File: config.mk
export PLATFORM = sky130hd
export DESIGN_NAME = amm_burst_master_flat
export DESIGN_NICKNAME = d
export VERILOG_FILES = /design/src/rtl/amm_burst_pkg.sv /design/src/rtl/amm_burst_master_if.sv /design/src/rtl/amm_burst_master.sv /design/src/flat_wrapper.sv
export SDC_FILE = /design/constraint.sdc
export NUM_CORES = 1
export LEC_CHECK = 0
export ABC_AREA = 1
export CAP_MARGIN = 0
export CORE_ASPECT_RATIO = 1.2
export CORE_UTILIZATION = 55
export DETAILED_ROUTE_END_ITERATION = 8
export GPL_TIMING_DRIVEN = 0
export PLACE_DENSITY = 0.87
export SYNTH_ARGS = -nofsm -noshare
export SYNTH_HDL_FRONTEND = slang
export SYNTH_SLANG_ARGS = --single-unit
File: constraint.sdc
create_clock -name clk -period 5.7 [get_ports clk]
set_clock_uncertainty 0.05 [all_clocks]
set_input_delay 1.14 -clock clk [delete_from_list [all_inputs] [get_ports clk]]
set_output_delay 1.14 -clock clk [all_outputs]
set_load 0.02 [all_outputs]
File: src/rtl/amm_burst_pkg.sv
// Shared types and helpers for the Avalon-MM burst pattern master.
package amm_burst_pkg;

  typedef enum logic [1:0] {
    IDLE     = 2'd0,
    WR_BURST = 2'd1,
    RD_REQ   = 2'd2,
    RD_DATA  = 2'd3
  } state_e;

  localparam int unsigned DEF_BURST_W = 11;

  function automatic int unsigned max_burst(input int unsigned burst_w);
    return 32'd1 << (burst_w - 1);
  endfunction

  localparam int unsigned MAX_BURST = max_burst(DEF_BURST_W);

  // Pattern arithmetic is carried at 64 bits; callers truncate to DATA_W (ADDR_W, DATA_W <= 64).
  localparam int unsigned PAT_W = 64;

  function automatic logic [PAT_W-1:0] pat(input logic [PAT_W-1:0] seed,
                                           input logic [PAT_W-1:0] addr,
                                           input logic [PAT_W-1:0] beat);
    return seed + addr + beat;
  endfunction

endpackage

File: src/rtl/amm_burst_master_if.sv
// Avalon-MM burst bus between the pattern master and the memory under test.
interface amm_if #(
  parameter int unsigned ADDR_W  = 32,
  parameter int unsigned DATA_W  = 32,
  parameter int unsigned BURST_W = 11
);
  logic [ADDR_W-1:0]   amm_address;
  logic                amm_read;
  logic                amm_write;
  logic [BURST_W-1:0]  amm_burstcount;
  logic [DATA_W-1:0]   amm_writedata;
  logic [DATA_W/8-1:0] amm_byteenable;
  logic [DATA_W-1:0]   amm_readdata;
  logic                amm_readdatavalid;
  logic                amm_waitrequest;

  modport master (
    output amm_address, amm_read, amm_write, amm_burstcount, amm_writedata, amm_byteenable,
    input  amm_readdata, amm_readdatavalid, amm_waitrequest
  );

  modport slave (
    input  amm_address, amm_read, amm_write, amm_burstcount, amm_writedata, amm_byteenable,
    output amm_readdata, amm_readdatavalid, amm_waitrequest
  );
endinterface

File: src/rtl/amm_burst_master.sv
// Avalon-MM burst initiator: writes a seed+address+beat pattern or reads a burst back and checks it.
// Optional first-mismatch capture ports enabled by AMM_BURST_MASTER_ERR_LOG_EN.
module amm_burst_master
  import amm_burst_pkg::*;
#(
  parameter int unsigned ADDR_W  = 32,
  parameter int unsigned DATA_W  = 32,
  parameter int unsigned BURST_W = DEF_BURST_W
) (
  input  logic               clk,
  input  logic               srst_n,
  input  logic               cmd_valid,
  output logic               cmd_ready,
  input  logic               cmd_write,
  input  logic [ADDR_W-1:0]  cmd_addr,
  input  logic [BURST_W-1:0] cmd_len,
  input  logic [DATA_W-1:0]  cmd_seed,
  output logic               done,
  output logic [31:0]        err_cnt,
  amm_if.master              amm
`ifdef AMM_BURST_MASTER_ERR_LOG_EN
  ,
  output logic [ADDR_W-1:0]  err_addr,
  output logic [DATA_W-1:0]  err_exp,
  output logic [DATA_W-1:0]  err_got,
  output logic               err_vld
`endif
);

  state_e             r_state, w_next;
  logic [ADDR_W-1:0]  r_addr;
  logic [BURST_W-1:0] r_len;
  logic [BURST_W-1:0] r_beat;
  logic [DATA_W-1:0]  r_seed;
  logic               r_done;
  logic [31:0]        r_err_cnt;

  logic               w_accept;
  logic               w_adv;
  logic               w_last;
  logic               w_mismatch;
  logic [DATA_W-1:0]  w_pat;

  assign w_accept   = (r_state == IDLE) && cmd_valid;
  assign w_last     = (r_beat == (r_len - BURST_W'(1)));
  assign w_pat      = DATA_W'(pat(PAT_W'(r_seed), PAT_W'(r_addr), PAT_W'(r_beat)));
  assign w_mismatch = (r_state == RD_DATA) && amm.amm_readdatavalid && (amm.amm_readdata != w_pat);

  always_ff @(posedge clk) begin
    if (!srst_n) r_state <= IDLE;
    else         r_state <= w_next;
  end

  always_comb begin
    w_next = r_state;
    w_adv  = 1'b0;
    case (r_state)
      IDLE: begin
        if (cmd_valid && (cmd_len != '0)) w_next = cmd_write ? WR_BURST : RD_REQ;
      end
      WR_BURST: begin
        if (!amm.amm_waitrequest) begin
          w_adv = 1'b1;
          if (w_last) w_next = IDLE;
        end
      end
      RD_REQ: begin
        if (!amm.amm_waitrequest) w_next = RD_DATA;
      end
      RD_DATA: begin
        if (amm.amm_readdatavalid) begin
          w_adv = 1'b1;
          if (w_last) w_next = IDLE;
        end
      end
      default: w_next = IDLE;
    endcase
  end

  always_ff @(posedge clk) begin
    if (!srst_n) begin
      r_addr    <= '0;
      r_len     <= '0;
      r_beat    <= '0;
      r_seed    <= '0;
      r_done    <= 1'b0;
      r_err_cnt <= '0;
    end else begin
      r_done <= 1'b0;
      if (w_accept) begin
        r_addr <= cmd_addr;
        r_len  <= cmd_len;
        r_seed <= cmd_seed;
        r_beat <= '0;
        r_done <= (cmd_len == '0);
      end else if (w_adv) begin
        r_beat <= r_beat + BURST_W'(1);
        if (w_last) r_done <= 1'b1;
      end
      if (w_mismatch && (r_err_cnt != '1)) r_err_cnt <= r_err_cnt + 32'd1;
    end
  end

`ifdef AMM_BURST_MASTER_ERR_LOG_EN
  logic [ADDR_W-1:0] r_err_addr;
  logic [DATA_W-1:0] r_err_exp;
  logic [DATA_W-1:0] r_err_got;
  logic              r_err_vld;

  always_ff @(posedge clk) begin
    if (!srst_n) begin
      r_err_addr <= '0;
      r_err_exp  <= '0;
      r_err_got  <= '0;
      r_err_vld  <= 1'b0;
    end else if (w_mismatch && !r_err_vld) begin
      r_err_addr <= r_addr + ADDR_W'(r_beat);
      r_err_exp  <= w_pat;
      r_err_got  <= amm.amm_readdata;
      r_err_vld  <= 1'b1;
    end
  end

  assign err_addr = r_err_addr;
  assign err_exp  = r_err_exp;
  assign err_got  = r_err_got;
  assign err_vld  = r_err_vld;
`endif

  assign cmd_ready = (r_state == IDLE);
  assign done      = r_done;
  assign err_cnt   = r_err_cnt;

  assign amm.amm_write      = (r_state == WR_BURST);
  assign amm.amm_read       = (r_state == RD_REQ);
  assign amm.amm_address    = (amm.amm_write || amm.amm_read) ? r_addr : '0;
  assign amm.amm_burstcount = (amm.amm_write || amm.amm_read) ? r_len  : '0;
  assign amm.amm_writedata  = amm.amm_write ? w_pat : '0;
  assign amm.amm_byteenable = '1;

endmodule
File: src/flat_wrapper.sv
// flat-port wrapper written by rule: the top's interface ports become plain ports
module amm_burst_master_flat import amm_burst_pkg::*;
#(
  parameter int unsigned ADDR_W  = 32,
  parameter int unsigned DATA_W  = 32,
  parameter int unsigned BURST_W = DEF_BURST_W
)
  (clk, srst_n, cmd_valid, cmd_ready, cmd_write, cmd_addr, cmd_len, cmd_seed, done, err_cnt, amm_amm_address, amm_amm_read, amm_amm_write, amm_amm_burstcount, amm_amm_writedata, amm_amm_byteenable, amm_amm_readdata, amm_amm_readdatavalid, amm_amm_waitrequest);
  amm_if #(.ADDR_W(ADDR_W), .DATA_W(DATA_W), .BURST_W(BURST_W)) amm_i ();
  input  logic clk;
  input  logic srst_n;
  input  logic cmd_valid;
  output logic cmd_ready;
  input  logic cmd_write;
  input  logic [ADDR_W-1:0] cmd_addr;
  input  logic [BURST_W-1:0] cmd_len;
  input  logic [DATA_W-1:0] cmd_seed;
  output logic done;
  output logic [31:0] err_cnt;
  output wire logic [$bits(amm_i.amm_address)-1:0] amm_amm_address;
  output wire logic [$bits(amm_i.amm_read)-1:0] amm_amm_read;
  output wire logic [$bits(amm_i.amm_write)-1:0] amm_amm_write;
  output wire logic [$bits(amm_i.amm_burstcount)-1:0] amm_amm_burstcount;
  output wire logic [$bits(amm_i.amm_writedata)-1:0] amm_amm_writedata;
  output wire logic [$bits(amm_i.amm_byteenable)-1:0] amm_amm_byteenable;
  input wire logic [$bits(amm_i.amm_readdata)-1:0] amm_amm_readdata;
  input wire logic [$bits(amm_i.amm_readdatavalid)-1:0] amm_amm_readdatavalid;
  input wire logic [$bits(amm_i.amm_waitrequest)-1:0] amm_amm_waitrequest;
  assign amm_amm_address = amm_i.amm_address;
  assign amm_amm_read = amm_i.amm_read;
  assign amm_amm_write = amm_i.amm_write;
  assign amm_amm_burstcount = amm_i.amm_burstcount;
  assign amm_amm_writedata = amm_i.amm_writedata;
  assign amm_amm_byteenable = amm_i.amm_byteenable;
  assign amm_i.amm_readdata = amm_amm_readdata;
  assign amm_i.amm_readdatavalid = amm_amm_readdatavalid;
  assign amm_i.amm_waitrequest = amm_amm_waitrequest;
  amm_burst_master #(.ADDR_W(ADDR_W), .DATA_W(DATA_W), .BURST_W(BURST_W)) u_core (.clk(clk), .srst_n(srst_n), .cmd_valid(cmd_valid), .cmd_ready(cmd_ready), .cmd_write(cmd_write), .cmd_addr(cmd_addr), .cmd_len(cmd_len), .cmd_seed(cmd_seed), .done(done), .err_cnt(err_cnt), .amm(amm_i));
endmodule
* Yosys cells after proc, flatten, opt, wreduce, memory -nomap -nowiden
Cells that the tools add are included.
** Word-level totals
- Register bits after elaboration :: 121
- Bits of input ports :: 113
- Output and inout port bits :: 115
- Word-level logic and storage cells :: 50
** Operators by class
- Add/subtract/negate cells :: 5
- Equality and inequality tests :: 10
- Multiplexer cells :: 16
- Bitwise operators :: 1
- Reductions and logical operators :: 11
** Operator list (count)
- $mux W32 :: 2
- $add A32 B1 Y32 const B :: 1
- $add A32 B11 Y32 :: 1
- $add A32 B32 Y32 :: 1
- $ne A32 B32 Y1 :: 1
- $ne A32 B32 Y1 const B :: 1
- $mux W2 :: 6
- $add A11 B1 Y11 const B :: 1
- $eq A11 B11 Y1 :: 1
- $logic_not A11 Y1 :: 1
- $mux W11 :: 1
- $reduce_bool A11 Y1 :: 1
- $sub A11 B1 Y11 const B :: 1
- $pmux W2 S4 :: 1
- $ne A2 B2 Y1 const B :: 3
- $logic_and A1 B1 Y1 :: 5
- $mux W1 :: 5
- $eq A2 B2 Y1 const B :: 2
- $reduce_and A4 Y1 :: 1
- $eq A2 B1 Y1 const B :: 1
- $logic_not A2 Y1 :: 1
- $ne A2 B1 Y1 const B :: 1
- $pmux W1 S2 :: 1
- $reduce_or A2 Y1 :: 1
- 2 further kinds :: 2

* Logic depth before layout (Yosys ltp)
Gate-level depths: netlist of run 1.
- Depth after elaboration :: 5
- Gate-level depth with buffers :: 24
- Depth with buffers taken out :: 23

* Least setup slack after synthesis of run 1
Ideal clock, no wire load.
- Path type :: register to output
- From :: register u_core.r_beat[1]
- To :: output port amm_amm_writedata[31]
- Data arrival time :: 2536 ps
- Data required time :: 4510 ps
- Setup slack :: 1974 ps
- Cell stages (with the launch flop) :: 15
- Path buffers :: 0
- Path through :: dfxtp_1 -> fa_1 -> ha_1 -> fa_1 -> nand2_1 -> nand2_1 -> nand3_1 -> nand2_1 -> nand2_1 -> nand2_1 -> nand2_1 -> nand2_1 -> nand2_1 -> nand2_1 -> nor2_1
** On the way
- Cells in the longest elaborated chain, start to end :: 2
** RTL lines
- start, declared :: RTL line amm_burst_master.sv:33 : logic [BURST_W-1:0] r_beat;
- start signal, assigned :: RTL line amm_burst_master.sv:97 : r_beat <= r_beat + BURST_W'(1);
- $add A32 B11 Y32 :: RTL line amm_burst_pkg.sv:25 : return seed + addr + beat;
- $mux W32 :: RTL line amm_burst_master.sv:138 : assign amm.amm_writedata = amm.amm_write ? w_pat : '0;
- end, declared :: RTL line flat_wrapper.sv:24 : output wire logic [$bits(amm_i.amm_writedata)-1:0] amm_amm_writedata;
No other way between the ends.

* Worst setup path after layout of run 1
Ends and elaborated chain as after synthesis.

==> flow_summary.rst, run 1 <==
.. list-table::
   :header-rows: 1

   * - Metric
     - Value
   * - Remaining max-slew budget at the tightest pin
     - 46.0%
   * - Initial detailed-routing violation count
     - 675
   * - Vias per Instance
     - 5.23
   * - Setup slack on the worst flop-to-flop path
     - 1.48 ns
   * - Overflow after GRT
     - 0
   * - Part of the Yosys area used for sequential elements
     - 24.7%
   * - Register bit count reported by yosys
     - 121
   * - H-tree level count
     - 4
   * - Final max-slew violation count
     - 0
   * - Number of setup buffers added after CTS
     - 0
   * - Data required time at the worst endpoint
     - 4.51 ns
   * - Worst IR Drop VDD
     - 0.265 mV
   * - Main area contributors after synthesis
     - dfxtp_1 (25%), nand2_1 (17%), inv_1 (11%)
   * - Tot GR Track Use
     - 35.5%
   * - Total die area
     - 18300 µm²
   * - Count of final hold-check violations
     - 0
   * - Clock transition time at the flip-flop clock pins of the worst setup and hold paths
     - 0.05 ns
   * - Vias post-DR
     - 11300
   * - GP Congestion
     - 0.974
   * - WL/cell
     - 14.9 µm
   * - Number of library cell types mapped by synthesis
     - 36
   * - Number of CTS-inserted buffers
     - 17
   * - Footprint of the flip-flops and latches
     - 2420 µm²
   * - Post-route clock period utilization
     - 90.1%
   * - Share of flip-flops with an asynchronous set or reset
     - 0%
   * - Proportion of layout cells with a drive suffix above 1
     - 3.04%
   * - Endpoint with the worst hold slack
     - u_core.r_seed[13]
   * - Number of buffers added on ports
     - 222
   * - Top cell types by occurrence after synthesis
     - nand2_1 (453), inv_1 (299), nor2_1 (278)
   * - Start point of the worst hold path
     - u_core.r_seed[13]
   * - Pin count of the biggest net entering global routing
     - 17
   * - Post-synth design cell area
     - 9790 µm²
   * - Class of the tightest hold or removal check
     - flip-flop to flip-flop
   * - Dominant cell by count in the synthesized netlist
     - nand2_1
   * - Post-synthesis cell count
     - 1686
   * - XOR/XNOR Fraction of Synth Area
     - 2.75%
   * - Leak Pwr
     - 0.00655 µW
   * - Total Neg Setup Slack
     - 0 ns
   * - Via count of the first global-routing pass
     - 10500
   * - Site Rows
     - 53
   * - Final HPWL from detailed placement
     - 25600 µm
   * - DRC violation count after routing
     - 0
   * - Depth of the worst register-to-register path
     - 24
   * - Critical path type
     - flip-flop to output port
   * - Pre-Repair DR Iteration Count
     - 7
   * - R2r startpoint
     - u_core.r_beat[1]
   * - Combinational family with the most area after synthesis
     - simple AND/OR/NAND/NOR gates
   * - Nets@finish
     - 2112
   * - Biggest fanout along the worst timing path
     - 5
   * - Number of flops mapped to enable cells by yosys
     - 0
   * - Post-route antenna net violation count
     - 0
   * - Post-cts repair resize count
     - 0
   * - Post-synth top area share
     - 24.7%
   * - Multiplexer area fraction after synthesis
     - 0%
   * - Diode insertion count for antenna repair
     - 0
   * - Type of destination of the critical path
     - output port
   * - Type of element launching the critical path
     - flip-flop
   * - Critical register-to-register path endpoint
     - u_core.err_cnt[30]
   * - Y dimension of the die
     - 148 µm
   * - Max Root-Sink Buffers
     - 2
   * - Clock Tree Root
     - clkbuf_16
   * - Share of the synthesized area in compound gates (AO/OA/AOI/OAI)
     - 7.56%
   * - Setup repair after global routing missed its margin
     - no
   * - Post-synth top flop
     - dfxtp_1
   * - Source-to-sink clock delay at the later pin of the worst-skew pair
     - 0.42 ns
   * - Power per unit of standard cell area
     - 359 nW/µm²
   * - Final critical delay including setup and external delays
     - 5.13 ns
   * - Wirelength, routed
     - 32200 µm
   * - Number of cells on the worst hold path
     - 2
   * - Number of hold-repair buffers added at the cts stage
     - 0
   * - Critical path data arrival time
     - 3.94 ns
   * - Timing-limited maximum frequency
     - 195 MHz
   * - TritonCTS clock tree
     - built
   * - Avg Synthesized Cell Area
     - 5.81 µm²
   * - Clock sink count
     - 121
   * - Area delta synth->final
     - 31.7%
   * - Leading area contributor after synthesis
     - dfxtp_1
   * - Adder-cell share of the synthesized area
     - 9.74%
   * - Number of antenna violations at the first check in global routing
     - 1
   * - Share of synthesized cell area in and, or, nand and nor gates
     - 41.2%
   * - Initial cell density of the core
     - 56.1%
   * - Warnings, synthesis
     - 0
   * - Run status
     - complete, no violations
   * - Total I/O pin count
     - 228
   * - Slew at the pin closest to its max-slew limit
     - 0.811 ns
   * - Setup violators final
     - 0
   * - Total area of multi-input combinational cells
     - 6010 µm²
   * - Global-route wire length before repair
     - 50400 µm
   * - Standard cell core area
     - 17400 µm²
   * - Chip width
     - 124 µm
   * - Number of filler instances in the final layout
     - 1457
   * - MaxCap Viol Count
     - 0
   * - Overall power
     - 4630 µW
cell families (layout without fill, tap and decap cells):
| family | count (synthesis) | after routing |
|---|---|---|
| AO/OA/AOI/OAI | 145 | 145 |
| other | 1 | 4 |
| AND/OR/NAND/NOR | 966 | 966 |
| XOR/XNOR | 29 | 29 |
| flip-flops | 121 | 121 |
| adder cells (fa/ha/maj) | 69 | 69 |
| buffers and inverters | 355 | 609 |
worst max path at each step:
stage / startpoint / slack [ns] / depth (start not counted) / to
6_report: u_core.r_beat[1] / 0.57 / 15 / amm_amm_writedata[31]
5_1_grt: u_core.r_beat[1] / 0.41 / 15 / amm_amm_writedata[31]
4_1_cts: u_core.r_beat[1] / 0.65 / 15 / amm_amm_writedata[31]
3_5_place_dp: u_core.r_beat[1] / 1.07 / 15 / amm_amm_writedata[31]
3_3_place_gp: u_core.r_beat[1] / 1.17 / 15 / amm_amm_writedata[31]
2_1_floorplan: u_core.r_beat[1] / 1.97 / 14 / amm_amm_writedata[31]
state kept, by name, indices dropped and copies added, names as in the netlist:
| register | flops |
|---|---|
| u_core.err_cnt | 32 |
| u_core.r_state | 2 |
| u_core.r_seed | 32 |
| u_core.r_beat | 11 |
| u_core.r_len | 11 |
| u_core.done | 1 |
| u_core.r_addr | 32 |
where the power goes:
| group | internal (µW) | switching [µW] | total, µW |
|---|---|---|---|
| Sequential | 1000 | 137 | 1140 |
| Combinational | 918 | 1490 | 2410 |
| Clock | 669 | 413 | 1080 |
critical path: stages, from the launching register on:
cell,delay (ns)
dfxtp_1,0.45
fa_1,0.48
ha_1,0.29
fa_1,0.47
nand2_1,0.14
nand2_1,0.11
nand3_1,0.09
nand2_1,0.17
nand2_1,0.13
nand2_1,0.14
nand2_1,0.13
nand2_1,0.06
nand2_1,0.08
nand2_1,0.07
nor2_1,0.08
clkdlybuf4s50_1,0.61
per-layer routing:
layer  share of wire, %  track usage [%]  routed length (µm)  vias to the layer above
li1                   -                -                   -                     5728
met3                6.7             6.75                2170                      107
met4                5.0             20.7                1610                        0
met5                  0                0                   0                        -
met1                 40             41.5               13000                     5033
met2                 48             59.7               15400                      439
metrics by stage:
stage	std cells	setup WS, ns	instance area [µm²]	hold slack [ns]	utilization [%]
6_report	2163	0.566	12900	0.443	73.9
5_1_grt	2163	0.412	12900	0.469	73.9
4_1_cts	2163	0.648	12900	0.444	73.9
3_5_place_dp	2131	1.07	12300	0.431	70.5
3_3_place_gp	2131	1.17	12300	0.419	70.5
2_1_floorplan	1689	1.97	9800	0.411	-
area by class of cell:
class,instances,share of cell area (%)
buffer,52,1.79
clock buffer,19,3.51
clock inverter,13,1.11
inverter,303,8.82
multi-input combinational,1213,46.6
sequential,121,18.8
tap,220,2.13
timing repair buffer,222,17.2
cells in the final DEF, fill, tap and decap left out, types with 48 or more instances in the layout:
master / count
nor2_1: 278
clkdlybuf4s50_1: 222
nand3_1: 143
inv_1: 299
dfxtp_1: 121
o21ai_0: 84
nand2_1: 453
ha_1: 57
a21oi_1: 55
nand4_1: 48
Note: power is estimated with default switching activity, not from simulation.
==> run 2: changes to the inputs <==
- CORE_ASPECT_RATIO: 1.2 -> unset
==> run 2 against run 1 <==
Compared with the run above: hold slack worse by 0.0038 ns; sequential power hardly changed; count of clock-buffer cells in the layout rose by 1; register-to-register slack improved by 0.10 ns.
==> flow_summary.rst, run 2 (synthesized netlist as in run 1, its figures left out) <==
.. list-table::
   :header-rows: 1

   * - Metric
     - Value
   * - Standard cell core area
     - 17400 µm² (-0.48%)
   * - Number of buffers added on ports
     - 222 (unchanged)
   * - Final max-slew violation count
     - 0 (unchanged)
   * - Initial cell density of the core
     - 56.4% (+0.27 points)
   * - Number of hold-repair buffers added at the cts stage
     - 0 (unchanged)
   * - Setup repair after global routing missed its margin
     - no
   * - Number of antenna violations at the first check in global routing
     - 4 (+3)
   * - Worst IR Drop VDD
     - 0.211 mV (-20%)
   * - Total Neg Setup Slack
     - 0 ns (unchanged)
   * - Number of cells on the worst hold path
     - 2 (unchanged)
   * - Fin cells
     - 2170 (+0.32%)
   * - Power per unit of standard cell area
     - 358 nW/µm² (-0.38%)
   * - Max Root-Sink Buffers
     - 2 (unchanged)
   * - Clock sink count
     - 121 (unchanged)
   * - DRC violation count after routing
     - 0 (unchanged)
   * - Pin count of the biggest net entering global routing
     - 17 (unchanged)
   * - Post-route clock period utilization
     - 89.1% (-1.0 points)
   * - Vias post-DR
     - 11400 (+0.93%)
   * - Via count of the first global-routing pass
     - 10600 (+1.0%)
   * - Type of element launching the critical path
     - flip-flop
   * - Vias per Instance
     - 5.26 (+0.60%)
   * - Final Util
     - 74.4% (+0.42 points)
   * - Site Rows
     - 48 (-9.4%)
   * - Slew at the pin closest to its max-slew limit
     - 0.715 ns (-0.0958 ns)
   * - GP Congestion
     - 0.936 (-3.9%)
   * - Area of placed instances
     - 12300 µm² (about the same)
   * - Total I/O pin count
     - 228 (unchanged)
   * - Timing-limited maximum frequency
     - 197 MHz (+1.1%)
   * - Critical path data arrival time
     - 3.89 ns (-0.05 ns)
   * - Post-cts repair resize count
     - 0 (unchanged)
   * - WL/cell
     - 14.5 µm (-2.6%)
   * - Post-route antenna net violation count
     - 0 (unchanged)
   * - Area delta synth->final
     - 31.8% (about the same)
   * - Overall power
     - 4620 µW (-0.29%)
   * - Nets@finish
     - 2112 (unchanged)
   * - Number of filler instances in the final layout
     - 1499 (+2.9%)
   * - Total die area
     - 18300 µm² (about the same)
   * - Number of setup buffers added after CTS
     - 0 (unchanged)
   * - Clock transition time at the flip-flop clock pins of the worst setup and hold paths
     - 0.06 ns (about the same)
   * - H-tree level count
     - 4 (unchanged)
   * - Commonest cells after routing, fill and taps aside
     - nand2_1 (453), inv_1 (299), nor2_1 (278)
   * - Placed Cells incl. Taps
     - 2136 (+0.23%)
   * - Data required time at the worst endpoint
     - 4.51 ns (about the same)
   * - Type of destination of the critical path
     - output port
   * - Critical path type
     - flip-flop to output port
   * - Pre-Repair DR Iteration Count
     - 7 (unchanged)
   * - Final HPWL from detailed placement
     - 25300 µm (-1.4%)
   * - MaxCap Viol Count
     - 0 (unchanged)
   * - Proportion of layout cells with a drive suffix above 1
     - 2.93% (-0.10 points)
   * - Remaining max-slew budget at the tightest pin
     - 51.8% (+5.9 points)
   * - Initial detailed-routing violation count
     - 750 (+11%)
   * - Overflow after GRT
     - 0 (unchanged)
   * - Clock Tree Root
     - clkbuf_16
   * - Setup violators final
     - 0 (unchanged)
   * - Wirelength, routed
     - 31500 µm (-2.3%)
   * - Global-route wire length before repair
     - 50300 µm (-0.14%)
   * - Count of final hold-check violations
     - 0 (unchanged)
   * - Source-to-sink clock delay at the later pin of the worst-skew pair
     - 0.42 ns (about the same)
   * - Run status
     - complete, no violations
   * - Biggest fanout along the worst timing path
     - 5 (unchanged)
   * - Number of CTS-inserted buffers
     - 17 (unchanged)
   * - Class of the tightest hold or removal check
     - flip-flop to flip-flop
   * - Final critical delay including setup and external delays
     - 5.08 ns (-0.0583 ns)
   * - Depth of the worst register-to-register path
     - 24 (unchanged)
   * - Area of all placed cells without fillers
     - 12900 µm² (about the same)
   * - Y dimension of the die
     - 135 µm (-8.6%)
   * - TritonCTS clock tree
     - built
   * - Chip width
     - 135 µm (+9.4%)
   * - Leading cell type in the layout, fill and taps excluded
     - nand2_1
   * - Leak Pwr
     - 0.00655 µW (-0.12%)
   * - Tot GR Track Use
     - 34.9% (-0.60 points)
run 2: changes by cell type in the layout (fill, tap and decap cells not counted):
cell        before  now
inv_6            3    1
diode_2          0    2
clkbuf_8         2    1
bufinv_16        2    3
clkbuf_1        41   43
clkinv_2         3    4
clkinvlp_4       2    4
clkinv_4         3    0
run 2: worst paths after layout:
check / from / to / slack (ns)
setup / recovery: u_core.r_beat[1] / amm_amm_writedata[31] / 0.62
hold reg to reg: u_core.r_seed[18] / u_core.r_seed[18] / 0.44
setup reg to reg: u_core.r_beat[1] / u_core.err_cnt[0] / 1.58
hold / removal: u_core.r_seed[18] / u_core.r_seed[18] / 0.44
run 2: area by class of cell:
type                       count  area (µm²)  area share, %
multi-input combinational   1213        6010           46.6
sequential                   121        2420           18.8
timing repair buffer         222        2220           17.2
inverter                     303        1140           8.81
clock buffer                  20         447           3.46
tap                          225         282           2.18
buffer                        52         230           1.78
clock inverter                12         149           1.15
antenna                        2        5.00         0.0388
run 2: critical path, stage by stage, from the launching register on:
cell	delay [ns]
dfxtp_1	0.46
fa_1	0.46
ha_1	0.29
fa_1	0.46
nand2_1	0.14
nand2_1	0.12
nand3_1	0.09
nand2_1	0.17
nand2_1	0.13
nand2_1	0.13
nand2_1	0.11
nand2_1	0.06
nand2_1	0.08
nand2_1	0.07
nor2_1	0.09
clkdlybuf4s50_1	0.62
run 2: through the flow:
step	hold slack (ns)	setup WS, ns
final	0.440	0.624
after global routing	0.468	0.425
after CTS	0.445	0.667
after detailed placement	0.431	1.13
after global placement	0.420	1.18
after floorplan	0.411	1.97
run 2: where the power goes:
| group | internal (µW) | switching, µW |
|---|---|---|
| logic | 916 | 1470 |
| registers | 1000 | 134 |
| clock network | 696 | 394 |
run 2: routing by layer:
layer / GRT usage (%) / vias to the layer above / part of all wire [%]
met5: 0 / - / 0
met2: 59.1 / 468 / 47
li1: - / 5728 / -
met1: 42.6 / 5135 / 41
met4: 17.4 / 0 / 4.2
met3: 5.99 / 81 / 7.6
==> run 3: changes to the inputs <==
- CORE_UTILIZATION: 55 -> 52
- PLACE_DENSITY: 0.87 -> 0.83
- clock period: 5.7 -> 5.33 ns (I/O delays scaled with it)
==> run 3 against run 2 <==
Compared with the run above: the flow now finishes with violations (DRC); critical path depth is the same; non-clock buffer count unchanged; global-route usage fell by 2.2 points; via count fell by 1.5%; core utilization decreased by 3.1 points; largest power group unchanged; highest routed layer is now met5.
==> flow_summary.rst, run 3 (synthesized netlist as in run 1, its figures left out) <==
.. list-table::
   :header-rows: 1

   * - Metric
     - Value
   * - Number of setup buffers added after CTS
     - 0 (unchanged)
   * - WL/cell
     - 14.5 µm (-0.22%)
   * - Data required time at the worst endpoint
     - 4.21 ns (-0.30 ns)
   * - Commonest cells after routing, fill and taps aside
     - nand2_1 (453), inv_1 (299), nor2_1 (278)
   * - Area of all placed cells without fillers
     - 13000 µm² (+0.52%)
   * - Area delta synth->final
     - 32.5%
   * - Number of CTS-inserted buffers
     - 17 (unchanged)
   * - Setup violators final
     - 0 (unchanged)
   * - Final-layout worst hold slack
     - 0.443 ns (+0.00324 ns)
   * - Post-cts repair resize count
     - 0 (unchanged)
   * - Chip width
     - 139 µm (+2.8%)
   * - Vias per Instance
     - 5.17 (-1.7%)
   * - Proportion of layout cells with a drive suffix above 1
     - 2.99% (+0.053 points)
   * - Via count of the first global-routing pass
     - 10600 (+0.45%)
   * - Setup repair after global routing missed its margin
     - no
   * - Source-to-sink clock delay at the later pin of the worst-skew pair
     - 0.42 ns (about the same)
   * - Pin count of the biggest net entering global routing
     - 17 (unchanged)
   * - Category of cells accounting for the largest share of critical-path delay
     - adder cells
   * - Setup slack after layout
     - 0.360 ns (-0.264 ns)
   * - Worst IR Drop VDD
     - 0.222 mV (+4.9%)
   * - Top cell by count, worst path
     - nand2_1
   * - Maximum cell stage delay along the critical path
     - 0.62 ns (about the same)
   * - Overflow after GRT
     - 0 (unchanged)
   * - Type of destination of the critical path
     - output port
   * - TritonCTS clock tree
     - built
   * - MaxCap Viol Count
     - 0 (unchanged)
   * - GP Congestion
     - 0.954 (+1.9%)
   * - Biggest fanout along the worst timing path
     - 5 (unchanged)
   * - Y dimension of the die
     - 139 µm (+2.8%)
   * - Placement Setup Slack
     - 0.819 ns (-0.310 ns)
   * - Tot GR Track Use
     - 32.7% (-2.2 points)
   * - Area of placed instances
     - 12300 µm² (about the same)
   * - Count of final hold-check violations
     - 0 (unchanged)
   * - Class of the tightest hold or removal check
     - flip-flop to flip-flop
   * - Max Root-Sink Buffers
     - 2 (unchanged)
   * - Total die area
     - 19400 µm² (+5.7%)
   * - Final critical delay including setup and external delays
     - 4.97 ns
   * - DRC violation count after routing
     - 31 (+31)
   * - Run status
     - finished with violations
   * - Crit path buffers/inverters
     - 1 (unchanged)
   * - Clock sink count
     - 121 (unchanged)
   * - Slew at the pin closest to its max-slew limit
     - 0.691 ns (-0.0241 ns)
   * - Timing-limited maximum frequency
     - 201 MHz
   * - Pre-Repair DR Iteration Count
     - 9 (+2)
   * - Site Rows
     - 49 (+2.1%)
   * - Cell-by-cell trace of the critical path
     - fa_1 > ha_1 > fa_1 > nand2_1 > nand2_1 > nand3_1 > nand2_1 > nand2_1 > nand2_1 > nand2_1 > nand2_1 > nand2_1 > nand2_1 > nor2_1 > clkdlybuf4s50_1
   * - Vias post-DR
     - 11200 (-1.5%)
   * - Total Neg Setup Slack
     - 0 ns (unchanged)
   * - Number of antenna violations at the first check in global routing
     - 6 (+2)
   * - Critical path data arrival time
     - 3.85 ns (-0.04 ns)
   * - Critical path type
     - flip-flop to output port
   * - Number of buffers added on ports
     - 222 (unchanged)
   * - Final max-slew violation count
     - 0 (unchanged)
   * - Nets@finish
     - 2112 (unchanged)
   * - Leak Pwr
     - 0.00657 µW (+0.42%)
   * - Type of element launching the critical path
     - flip-flop
   * - Power per unit of standard cell area
     - 389 nW/µm² (+8.8%)
   * - Wirelength, routed
     - 31500 µm (about the same)
   * - Failing checks
     - DRC
   * - H-tree level count
     - 4 (unchanged)
   * - Standard cell core area
     - 18200 µm² (+4.9%)
   * - Global-route wire length before repair
     - 50800 µm (+0.93%)
   * - Post-route antenna net violation count
     - 0 (unchanged)
   * - Final HPWL from detailed placement
     - 25400 µm (+0.52%)
   * - Post-route clock period utilization
     - 93.2%
   * - Clock transition time at the flip-flop clock pins of the worst setup and hold paths
     - 0.06 ns (about the same)
   * - Slowest CP cell
     - clkdlybuf4s50_1
   * - Remaining max-slew budget at the tightest pin
     - 53.9% (+2.1 points)
   * - Leading cell type in the layout, fill and taps excluded
     - nand2_1
   * - Initial detailed-routing violation count
     - 772 (+2.9%)
   * - Initial cell density of the core
     - 53.8% (-2.6 points)
   * - Overall power
     - 5050 µW (+9.4%)
   * - Clock Tree Root
     - clkbuf_16
   * - Total I/O pin count
     - 228 (unchanged)
   * - Number of hold-repair buffers added at the cts stage
     - 0 (unchanged)
[run 3: cell count changes in the layout (fill, tap and decap cells not counted), sizes merged]
cell      previous run  this run
clkbuf              61        59
diode                2         3
inv                303       305
bufinv               3         5
clkinv               5         3
clkinvlp             4         3
[run 3: stage by stage]
stage	instances	utilization, %
after floorplan	1689	-
after global placement	2140	67.6
after detailed placement	2140	67.6
after CTS	2171	71.2
after global routing	2173	71.2
final	2174	71.3
[run 3: where the power goes]
group          total, µW  switching, µW  internal (µW)
Clock               1290            440            845
Sequential          1210            143           1070
Combinational       2550           1570            979
[run 3: final cells by class]
type	count	area, µm²
diodes	3	7.51
plain buffers	52	230
clock buffers	18	439
clock inverters	13	216
fillers	1616	5230
inverters	303	1140
multi-input cells	1213	6010
flip-flops and latches	121	2420
well taps	229	287
repair buffers	222	2220
[run 3: layer usage]
metal	track usage (%)	up-vias	routed length, µm
met5	0	-	13
met4	14.6	2	1150
met3	5.78	73	2130
met2	56.9	417	14800
met1	39.3	5023	13400
li1	-	5728	-
[run 3: final timing paths]
path	start	to	slack, ns	cells after the start
setup reg to reg	u_core.r_beat[1]	u_core.err_cnt[0]	1.17	24
setup / recovery	u_core.r_beat[1]	amm_amm_writedata[31]	0.36	15
hold reg to reg	u_core.r_seed[16]	u_core.r_seed[16]	0.44	2
hold / removal	u_core.r_seed[16]	u_core.r_seed[16]	0.44	2
[run 3: worst reg2reg max path: stages, from the launching register on]
cell     delay (ns)
dfxtp_1        0.46
fa_1           0.46
ha_1           0.27
fa_1           0.47
nand2_1        0.15
nand2_1        0.12
nand3_1        0.09
nand2_1        0.16
nand2_1        0.13
nand2_1        0.11
nand2_1        0.14
nand2_1        0.06
nand2_1        0.05
nand2_1        0.04
inv_1          0.05
nand2_1        0.05
nor2_1         0.09
nand3_1        0.15
nor2_1         0.12
nand2_1        0.20
buf_6          0.22
nand3_1        0.17
nand2_1        0.10
nand2_1        0.09
nor2_1         0.05
